--- src/rtl/pipeline_hazard_ctrl.sv ---
// Hazard/stall sequencer for the 5-stage pipeline: load-use bubbles, ID operand forwarding,
// branch flush, data-memory wait freeze with watchdog, and saturating stall counters.
module pipeline_hazard_ctrl #(
    parameter int unsigned MAX_WAIT = 16,
    parameter int unsigned CNT_W    = 32
) (
    input  logic             clk,
    input  logic             rst,
    input  logic [4:0]       id_rs,
    input  logic [4:0]       id_rt,
    input  logic             id_use_rs,
    input  logic             id_use_rt,
    input  logic             id_branch,
    input  logic [4:0]       exe_rn,
    input  logic             exe_wreg,
    input  logic             exe_m2reg,
    input  logic [4:0]       mem_rn,
    input  logic             mem_wreg,
    input  logic             mem_m2reg,
    input  logic             mem_req,
    input  logic             mem_ready,
    output logic             pc_we,
    output logic             if_id_we,
    output logic             lock_write,
    output logic             id_exe_hold,
    output logic             if_flush,
    output logic [1:0]       fwda,
    output logic [1:0]       fwdb,
    output logic             wd_err,
    output logic [CNT_W-1:0] ldstall_cnt,
    output logic [CNT_W-1:0] memwait_cnt
);

    localparam int unsigned WAIT_W = $clog2(MAX_WAIT + 1);

    typedef enum logic [1:0] {
        RUN     = 2'd0,
        MEMWAIT = 2'd1,
        ERR     = 2'd2
    } state_t;

    state_t              state, state_nxt;
    logic [WAIT_W-1:0]   wait_cnt, wait_nxt;
    logic                load_use;
    logic                memwait;
    logic                freeze;
    logic                run_dec;
    logic                ld_inc;
    logic                mw_inc;

    // EXE ALU result wins over MEM; EXE loads are not yet available and stall instead.
    function automatic logic [1:0] fwd_sel(
        input logic [4:0] src,
        input logic [4:0] e_rn,
        input logic       e_wreg,
        input logic       e_m2reg,
        input logic [4:0] m_rn,
        input logic       m_wreg,
        input logic       m_m2reg
    );
        logic [1:0] sel;
        sel = 2'd0;
        if (src != 5'd0) begin
            if (e_wreg && !e_m2reg && (e_rn == src)) begin
                sel = 2'd1;
            end else if (m_wreg && (m_rn == src)) begin
                sel = m_m2reg ? 2'd3 : 2'd2;
            end
        end
        return sel;
    endfunction

    always_comb begin
        fwda = fwd_sel(id_rs, exe_rn, exe_wreg, exe_m2reg, mem_rn, mem_wreg, mem_m2reg);
        fwdb = fwd_sel(id_rt, exe_rn, exe_wreg, exe_m2reg, mem_rn, mem_wreg, mem_m2reg);
    end

    assign load_use = exe_wreg && exe_m2reg && (exe_rn != 5'd0) &&
                      ((id_use_rs && (exe_rn == id_rs)) || (id_use_rt && (exe_rn == id_rt)));
    assign memwait  = mem_req && !mem_ready;

    // Next-state and stage-control decode.
    always_comb begin
        state_nxt   = state;
        wait_nxt    = wait_cnt;
        freeze      = 1'b0;
        run_dec     = 1'b0;
        pc_we       = 1'b0;
        if_id_we    = 1'b0;
        lock_write  = 1'b0;
        id_exe_hold = 1'b0;
        if_flush    = 1'b0;

        case (state)
            RUN: begin
                if (memwait) begin
                    freeze    = 1'b1;
                    state_nxt = MEMWAIT;
                    wait_nxt  = WAIT_W'(1);
                end else begin
                    run_dec = 1'b1;
                end
            end
            MEMWAIT: begin
                if (memwait) begin
                    freeze = 1'b1;
                    if (wait_cnt == WAIT_W'(MAX_WAIT)) begin
                        state_nxt = ERR;
                    end else begin
                        wait_nxt = wait_cnt + WAIT_W'(1);
                    end
                end else begin
                    run_dec   = 1'b1;
                    state_nxt = RUN;
                    wait_nxt  = '0;
                end
            end
            ERR: begin
                freeze = 1'b1;
            end
            default: begin
                state_nxt = RUN;
                wait_nxt  = '0;
            end
        endcase

        if (freeze) begin
            id_exe_hold = 1'b1;
        end else if (run_dec) begin
            if (load_use) begin
                lock_write = 1'b1;
            end else begin
                pc_we    = 1'b1;
                if_id_we = 1'b1;
                if_flush = id_branch;
            end
        end
    end

    assign ld_inc = run_dec && load_use;
    assign mw_inc = memwait && (state != ERR);

    always_ff @(posedge clk) begin
        if (rst) begin
            state       <= RUN;
            wait_cnt    <= '0;
            wd_err      <= 1'b0;
            ldstall_cnt <= '0;
            memwait_cnt <= '0;
        end else begin
            state    <= state_nxt;
            wait_cnt <= wait_nxt;
            if (state_nxt == ERR) begin
                wd_err <= 1'b1;
            end
            if (ld_inc && (ldstall_cnt != {CNT_W{1'b1}})) begin
                ldstall_cnt <= ldstall_cnt + CNT_W'(1);
            end
            if (mw_inc && (memwait_cnt != {CNT_W{1'b1}})) begin
                memwait_cnt <= memwait_cnt + CNT_W'(1);
            end
        end
    end

endmodule
--- config.mk ---
export PLATFORM = sky130hd
export DESIGN_NAME = pipeline_hazard_ctrl
export DESIGN_NICKNAME = d
export VERILOG_FILES = /design/src/rtl/pipeline_hazard_ctrl.sv
export SDC_FILE = /design/constraint.sdc
export NUM_CORES = 1
export LEC_CHECK = 0
export BUFFER_PORTS_ARGS = -buffer_cell sky130_fd_sc_hd__buf_2
export CAP_MARGIN = 30
export CORE_MARGIN = 10
export CORE_UTILIZATION = 40
export DETAILED_ROUTE_END_ITERATION = 8
export PLACE_DENSITY_LB_ADDON = 0.12
export SYNTH_ARGS = -nofsm -noshare
export SYNTH_HDL_FRONTEND = slang
export SYNTH_SLANG_ARGS = --single-unit
--- constraint.sdc ---
create_clock -name clk -period 3.2 [get_ports clk]
set_input_delay 0.64 -clock clk [delete_from_list [all_inputs] [get_ports clk]]
set_output_delay 0.64 -clock clk [all_outputs]
set_load 0.02 [all_outputs]
Word-level counts from Yosys, hierarchy flattened
Index checks and enable logic that the tools add are counted. W data, S select, Z words.

Bits of input ports: 31. Flip-flop bits (word level): 72. Logic and storage cells: 75.

Mux-type cells: 29. Add/subtract/negate cells: 3. Bitwise gates (word level): 1. Equal/unequal tests: 13. Reductions and logical operators: 24.

Operator list (number): $add A32 B1 Y32 const B (2); $ne A32 B32 Y1 const B (2); $eq A5 B5 Y1 (4); $mux W2 (9); $logic_and A1 B1 Y1 (15); $mux W5 (3); $pmux W5 S3 (1); $reduce_bool A5 Y1 (3); $mux W1 (14); $pmux W2 S3 (1); $add A5 B1 Y5 const B (1); $eq A5 B5 Y1 const B (1); $eq A2 B2 Y1 const B (2); $ne A2 B2 Y1 const B (2); $ne A3 B3 Y1 const B (1); $reduce_and A3 Y1 (1); $eq A2 B1 Y1 const B (1); $logic_not A1 Y1 (2); $logic_not A2 Y1 (1); $pmux W1 S2 (1); $reduce_or A2 Y1 (1); $logic_or A1 B1 Y1 (1); $not A1 Y1 (1).

Longest topological paths before layout
Gate-level depths: netlist of the first run.

Depth in word-level cells: 7. Gate-level depth with buffers: 8. Depth with buffers taken out: 8.

Least setup slack after synthesis of the first run
Ideal clock, no wire load.

Kind: flip-flop to flip-flop. From: register ldstall_cnt[11]. To: register ldstall_cnt[31]. Slack: 0.675 ns. Buffers on the path: 0. Arrival time: 2.454 ns. Stages on the path, launching flop included: 7. Path through: dfxtp_1 > nand4_4 > or4_4 > or3_1 > or4_1 > or3_1 > a21oi_1.

Longest elaborated chain between the ends: 2.

Ends and longest elaborated chain: from (decl) (RTL line 30) `output logic [CNT_W-1:0] ldstall_cnt,`; from (signal assigned) (RTL line 157) `ldstall_cnt <= ldstall_cnt + CNT_W'(1);`; branches (longest 2 deep; another with $add A32 B1 Y32).

Several ways; the timed one is not identified. A chain may end at the register's enable or synchronous reset.

Worst setup path after layout of the first run
From: input port id_rs[0]. To: output port lock_write.

Longest elaborated chain between the ends: 7.

Ends and longest elaborated chain: from (decl) (RTL line 9) `input logic [4:0] id_rs,`; $eq A5 B5 Y1 (RTL line 79) `((id_use_rs && (exe_rn == id_rs)) || (id_use_rt && (exe_rn == id_rt)));`; $logic_and A1 B1 Y1 (RTL line 79); $logic_or A1 B1 Y1 (RTL line 79); $logic_and A1 B1 Y1 (RTL line 78) `assign load_use = exe_wreg && exe_m2reg && (exe_rn != 5'd0) &&`; $mux W1 (RTL line 130) `if (load_use) begin`; $mux W1 (RTL line 129) `end else if (run_dec) begin`; $mux W1 (RTL line 127) `if (freeze) begin`; to (decl) (RTL line 24) `output logic lock_write,`.

No other way between the ends.

==> run metrics, run 1 <==
IO buf count around 100; Worst Path Arrival 2.17 ns; syn nets 535; share of total power in the clock network 44.1%; GRT Util Overall 15.2%; hold slack 0.461 ns; synth top area cells dfxtp_1 (36%), xnor2_1 (5.7%), nor2_1 (4.9%), or4_1 (4.7%), a21oi_1 (4.5%); Post-CTS Setup Bufs 0; hold path cells 2; Hold Startpoint wd_err; Top delay family on crit path compound AO/OA/AOI/OAI gates; Remaining DRCs 0; Pint 1.40 mW; WL final 10.8 mm; Max Transition Viols Final 0; Syn-to-layout area delta 22.0%; Mapped Cells 500; Post-DRT Antenna Nets 0; number of enable flip-flop cells after synthesis 0; Worst Max-Slew Pin Slew 0.746 ns; critical path buffer and inverter count 4; Worst-Skew Late Latency 0.35 ns; Overflow after GRT 0; Synth top area share 36.4%; worst path required time 2.56 ns; RePlAce Congestion 0.802; fraction of layout cells with a size suffix above 1 ~23%; H-tree depth 3; CTS clock-pin slew for the worst setup and hold paths about 0.07 ns; area leader, netlist dfxtp_1; Worst path slowest cell a2111o_1; max-cap viol count 0; effective utilization at floorplan 40.7%; clock root cell clkbuf_8; die extent in y 120 µm; Seq/Total Area, Yosys 36.4%; Core ar. 9730 µm²; synthesized cell area roughly 4000 µm²; via count 3995; Critical Setup Path Class input port to primary output; Seq cells post-synth around 70; Detailed Route Iter0 Violations 204; RR Endpoint ldstall_cnt[31]; R2R depth 6; DR vias/cell 5.44; Hold Buf Count CTS 0; syn_area_per_cell 7.92 µm²; Distinct cells, synth 46; Worst Skew 0.00968 ns; Reg power frac 49.8%; combinational share of power 6.1%; Worst setup SP type input port; maximum achievable frequency 355 MHz; global-route wire length before repair 18.6 mm; clock tree sinks 72; switch share 22.6%; vias in the first global route 3887; Inserted Clock Buffers 9; Hold Fails Final Rpt 0; reg2reg start ldstall_cnt[11]; Peak supply drop between 0.2 and 0.25 mV; sw power 410 µW; DRT Pass-1 Iters 4; initial antenna violation count 0; HPWL after detailed placement 7.99 mm; Hold Path Sink wd_err; Slew headroom 50.3%; worst stage delay on the critical path around 0.4 ns; total inserted antenna cells 0; crit-path most repeated cell buf_2; post-synthesis async set-or-reset flop share 0%; Top Ports about 110; Cell Pwr Density 375 nW/µm²; uppermost routed layer met4; Total Power roughly 1.8 mW; wl on met1 5.01 mm; met2 WL about 4.9 mm; commonest cells after routing, fill and taps aside buf_2 (104), dfxtp_1 (72), nor2_1 (52); unrepaired setup endpoints after global routing false; routed wl met3 between 800 and 900 µm; count of nets after finishing 632; fin crit share 88.0%; clock buffer depth 2; Final setup viols 0; die area 14300 µm²; Post-CTS Resized 0; most common cell after layout, fill and taps aside buf_2; Fillers 1005; Fin Setup TNS 0 ns; synth warn 0; Worst Path Max Fanout 60; wire per inst between 10 and 15 µm; final worst path period need 2.81 ns; largest net degree at the start of global routing 61; CTS tree yes; DIE WIDTH roughly 120 µm; FP Rows 36; Critical Path, Cell by Cell buf_2, nor2b_1, a2111o_1, nor3_1, o211ai_1, buf_12, inv_1, buf_2; CP Capture Type primary output; status completed; worst reg-to-reg setup slack about 0.57 ns; LEAKAGE between 1.5 and 2 nW; HP Class register to register; Most used DFF post-synth dfxtp_1
==> power groups by stage <==
stage / combinational [mW] / clock, mW / sequential, mW
after floorplan: 0.0642 / 0 / 0.924
after global placement: 0.108 / 0 / 0.924
after detailed placement: 0.112 / 0 / 0.924
after CTS: 0.113 / 0.827 / 0.903
after global routing: 0.124 / 0.869 / 0.903
final: 0.112 / 0.800 / 0.903
==> sequential cells by signal, summed over array words and instances (netlist names) <==
name,cells
ldstall_cnt,32
memwait_cnt,32
wait_cnt,5
state,2
wd_err,1
==> routing by layer <==
| metal | global-route usage, % | vias up |
|---|---|---|
| met3 | 6.14 | 8 |
| met2 | 23.9 | 108 |
| met1 | 18.8 | 1859 |
| met4 | 4.52 | 0 |
| li1 | - | 2020 |
| met5 | 0 | - |
==> area by class of cell <==
cell class | count | area [µm²] | area share, %
clock buffer | 13 | 149 | 3.08
clock inverter | 3 | 65.1 | 1.35
inverter | 14 | 52.6 | 1.09
multi-input combinational | 390 | 2380 | 49.3
sequential | 72 | 1440 | 29.8
tap | 133 | 166 | 3.44
timing repair buffer | 110 | 578 | 12.0
==> cell usage after synthesis, types with 16 or more instances <==
library cell	instances
a21oi_1	36
o21ai_0	24
nand2_1	40
nor2_1	52
nor3_1	19
clkbuf_1	21
nand4_1	21
xnor2_1	26
or4_1	25
or3_1	18
nand3_1	21
o31ai_1	16
dfxtp_1	72
==> worst register-to-register path, stage by stage (launching register included) <==
cell and delay [ns]:
dfxtp_1 0.49, nand4_4 0.19, or4_4 0.58, or3_1 0.41, or4_1 0.43, or3_1 0.31
a21oi_1 0.14
==> how the worst max path moves through the flow <==
stage               depth (start not counted)         endpoint  slack [ns]      from
global route                                8       lock_write        0.28  id_rs[3]
detailed placement                          8       lock_write        0.39  id_rs[0]
CTS                                         8       lock_write        0.38  id_rs[0]
finish                                      8       lock_write        0.39  id_rs[0]
floorplan                                   7  ldstall_cnt[15]        0.67  id_rs[0]
global placement                            8       lock_write        0.41  id_rs[0]
==> cell families (layout without fill, tap and decap cells) <==
group	count (synthesis)	count (layout)	share of synthesized area [%]
buf+inv	38	140	3.73
mux	6	6	1.67
fa+ha+maj	4	4	1.26
flops	72	72	36.4
xor+xnor	41	41	9.07
compound gates	92	92	14.0
simple gates	247	247	33.9
==> through the flow <==
step	std cells	util [%]	cell area (µm²)	worst slack (ns)
2_1_floorplan	500	-	3960	0.675
6_report	735	49.7	4830	0.385
3_5_place_dp	719	47.5	4620	0.395
4_1_cts	735	49.7	4830	0.381
3_3_place_gp	719	47.5	4620	0.412
5_1_grt	735	49.7	4830	0.278
Note: power is estimated with default switching activity, not from simulation.
==> run 2: changes to the inputs <==
==> constraint.sdc (replaced) <==
create_clock -name clk -period 3.2 [get_ports clk]
set_input_delay 0.48 -clock clk [delete_from_list [all_inputs] [get_ports clk]]
set_output_delay 0.48 -clock clk [all_outputs]
set_load 0.02 [all_outputs]
==> run 2 against run 1 <==
Combinational power about the same. Count of clock-buffer cells in the layout down 1. Highest routed layer unchanged. Sequential share of layout area rose by 0.24 points. Hold slack improved by 0.00060 ns. Core utilization down 0.40 points.
==> run metrics, run 2 (synthesis results as in run 1) <==
Max Transition Viols Final 0 (unchanged); Slew headroom 40.7% (-9.5 points); count of nets after finishing 632 (unchanged); Hold Buf Count CTS 0 (unchanged); Worst Max-Slew Pin Slew 0.889 ns (+0.143 ns); CP Capture Type register; DIE WIDTH 120 µm (unchanged); Fin Setup TNS 0 ns (unchanged); GRT Util Overall 15.1% (-0.099 points); Worst Skew 0.0151 ns (+0.00542 ns); CP startpoint ldstall_cnt[12]; Total Power 1.73 mW (-4.4%); Critical Path, Cell by Cell nand4_4, or4_4, or3_1, or4_1, or3_1, a21oi_1; Hold Fails Final Rpt 0 (unchanged); Inserted Clock Buffers 9 (unchanged); status completed; FP Rows 36 (unchanged); Cell Pwr Density 362 nW/µm² (-3.6%); critical path endpoint ldstall_cnt[31]; Post-CTS Resized 0 (unchanged); critical path buffer and inverter count 0 (-4); unrepaired setup endpoints after global routing false; largest net degree at the start of global routing 61 (unchanged); initial antenna violation count 0 (unchanged); post-route cell area 4790 µm² (-0.80%); HP Class register to register; via count 4037 (+1.1%); clock tree sinks 72 (unchanged); fraction of layout cells with a size suffix above 1 22.6% (+0.038 points); R2R depth 6 (unchanged); Worst path slowest cell or4_4; CTS clock-pin slew for the worst setup and hold paths 0.08 ns (about the same); wire per inst 15.1 µm (+2.5%); Remaining DRCs 0 (unchanged); effective utilization at floorplan 40.7% (unchanged); reg2reg start ldstall_cnt[12]; DRT Pass-1 Iters 4 (unchanged); worst path required time 3.47 ns (+0.91 ns); Worst Path Max Fanout 8 (-87%); Top Ports 105 (unchanged); clock buffer depth 2 (unchanged); total inserted antenna cells 0 (unchanged); Fillers 1010 (+0.50%); Core ar. 9730 µm² (unchanged); WL final 11.1 mm (+2.4%); clock root cell clkbuf_8; most common cell after layout, fill and taps aside buf_2; Syn-to-layout area delta 21.0%; worst reg-to-reg setup slack 0.63 ns (+0.06 ns); H-tree depth 3 (unchanged); Detailed Route Iter0 Violations 199 (-2.5%); IO buf count 104 (unchanged); top flop regs ldstall_cnt (32), memwait_cnt (32), wait_cnt (5); CTS tree yes; max-cap viol count 0 (unchanged); die area 14300 µm² (unchanged); Peak supply drop 0.158 mV (-29%); Final setup viols 0 (unchanged); DR vias/cell 5.50 (+1.2%); crit-path most repeated cell or3_1; Top delay family on crit path simple AND/OR/NAND/NOR gates; Worst Path Arrival 2.83 ns (+0.66 ns); RePlAce Congestion 0.787 (-1.8%); final worst path period need 2.57 ns (-0.249 ns); Worst-Skew Late Latency 0.35 ns (about the same); fin crit share 80.2% (-7.8 points); HPWL after detailed placement 8.15 mm (+1.9%); placed standard-cell area 4610 µm² (-0.27%); Worst setup SP type register; vias in the first global route 3858 (-0.75%); RR Endpoint ldstall_cnt[31]; Critical Setup Path Class register to register; maximum achievable frequency 390 MHz (+9.7%); worst stage delay on the critical path 0.58 ns (+0.19 ns); commonest cells after routing, fill and taps aside buf_2 (104), dfxtp_1 (72), nor2_1 (52); global-route wire length before repair 18.5 mm (-0.59%); Stages on worst setup path 6 (-2); Hold Startpoint wd_err; die extent in y 120 µm (unchanged); Overflow after GRT 0 (unchanged); Post-DRT Antenna Nets 0 (unchanged); Post-CTS Setup Bufs 0 (unchanged); LEAKAGE 1.78 nW (-1.2%)
-- run 2: cell types whose count changed in the layout (fill, tap and decap cells not counted) --
cell | previous run | this run
buf_12 | 1 | 0
buf_4 | 5 | 6
bufinv_16 | 2 | 1
clkbuf_1 | 3 | 2
clkinvlp_4 | 0 | 1
-- run 2: layout make-up --
| type | instances | area, µm² | share of cell area, % |
|---|---|---|---|
| tap | 133 | 166 | 3.47 |
| timing repair buffer | 110 | 566 | 11.8 |
| multi-input combinational | 390 | 2380 | 49.7 |
| sequential | 72 | 1440 | 30.1 |
| clock buffer | 12 | 145 | 3.03 |
| clock inverter | 3 | 42.5 | 0.887 |
| inverter | 14 | 52.6 | 1.10 |
-- run 2: worst min-delay path, delay by kind of cell (launching register included) --
kind / cells / cell delay (ns)
DFF: 1 / 0.31
buffers and inverters: 1 / 0.05
AOI/OAI and AO/OA: 1 / 0.06
-- run 2: worst min-delay path by stage --
stage / cells past startpoint / endpoint
floorplan: 2 / wait_cnt[4]
global placement: 2 / wd_err
detailed placement: 2 / wd_err
CTS: 2 / wd_err
global route: 2 / wd_err
finish: 2 / wd_err
-- run 2: per-layer routing --
layer	share of wire, %	track usage, %
met1	46	18.4
met4	0.88	4.00
met2	47	24.4
met5	0	0
met3	6.8	6.09
-- run 2: stage by stage --
| stage | std cells | util (%) | hold slack [ns] | worst slack, ns |
|---|---|---|---|---|
| global route | 734 | 49.3 | 0.497 | 0.461 |
| detailed placement | 719 | 47.4 | 0.458 | 0.513 |
| CTS | 734 | 49.3 | 0.469 | 0.621 |
| finish | 734 | 49.3 | 0.462 | 0.634 |
| floorplan | 500 | - | 0.458 | 0.675 |
| global placement | 719 | 47.4 | 0.454 | 0.563 |
-- run 2: power by group --
group	switching, mW	internal (mW)	leakage, nW	total (mW)
clock network	0.344	0.377	0.0925	0.721
registers	0.00452	0.898	0.580	0.903
logic	0.0657	0.0443	1.11	0.110
total	0.414	1.32	1.78	1.73
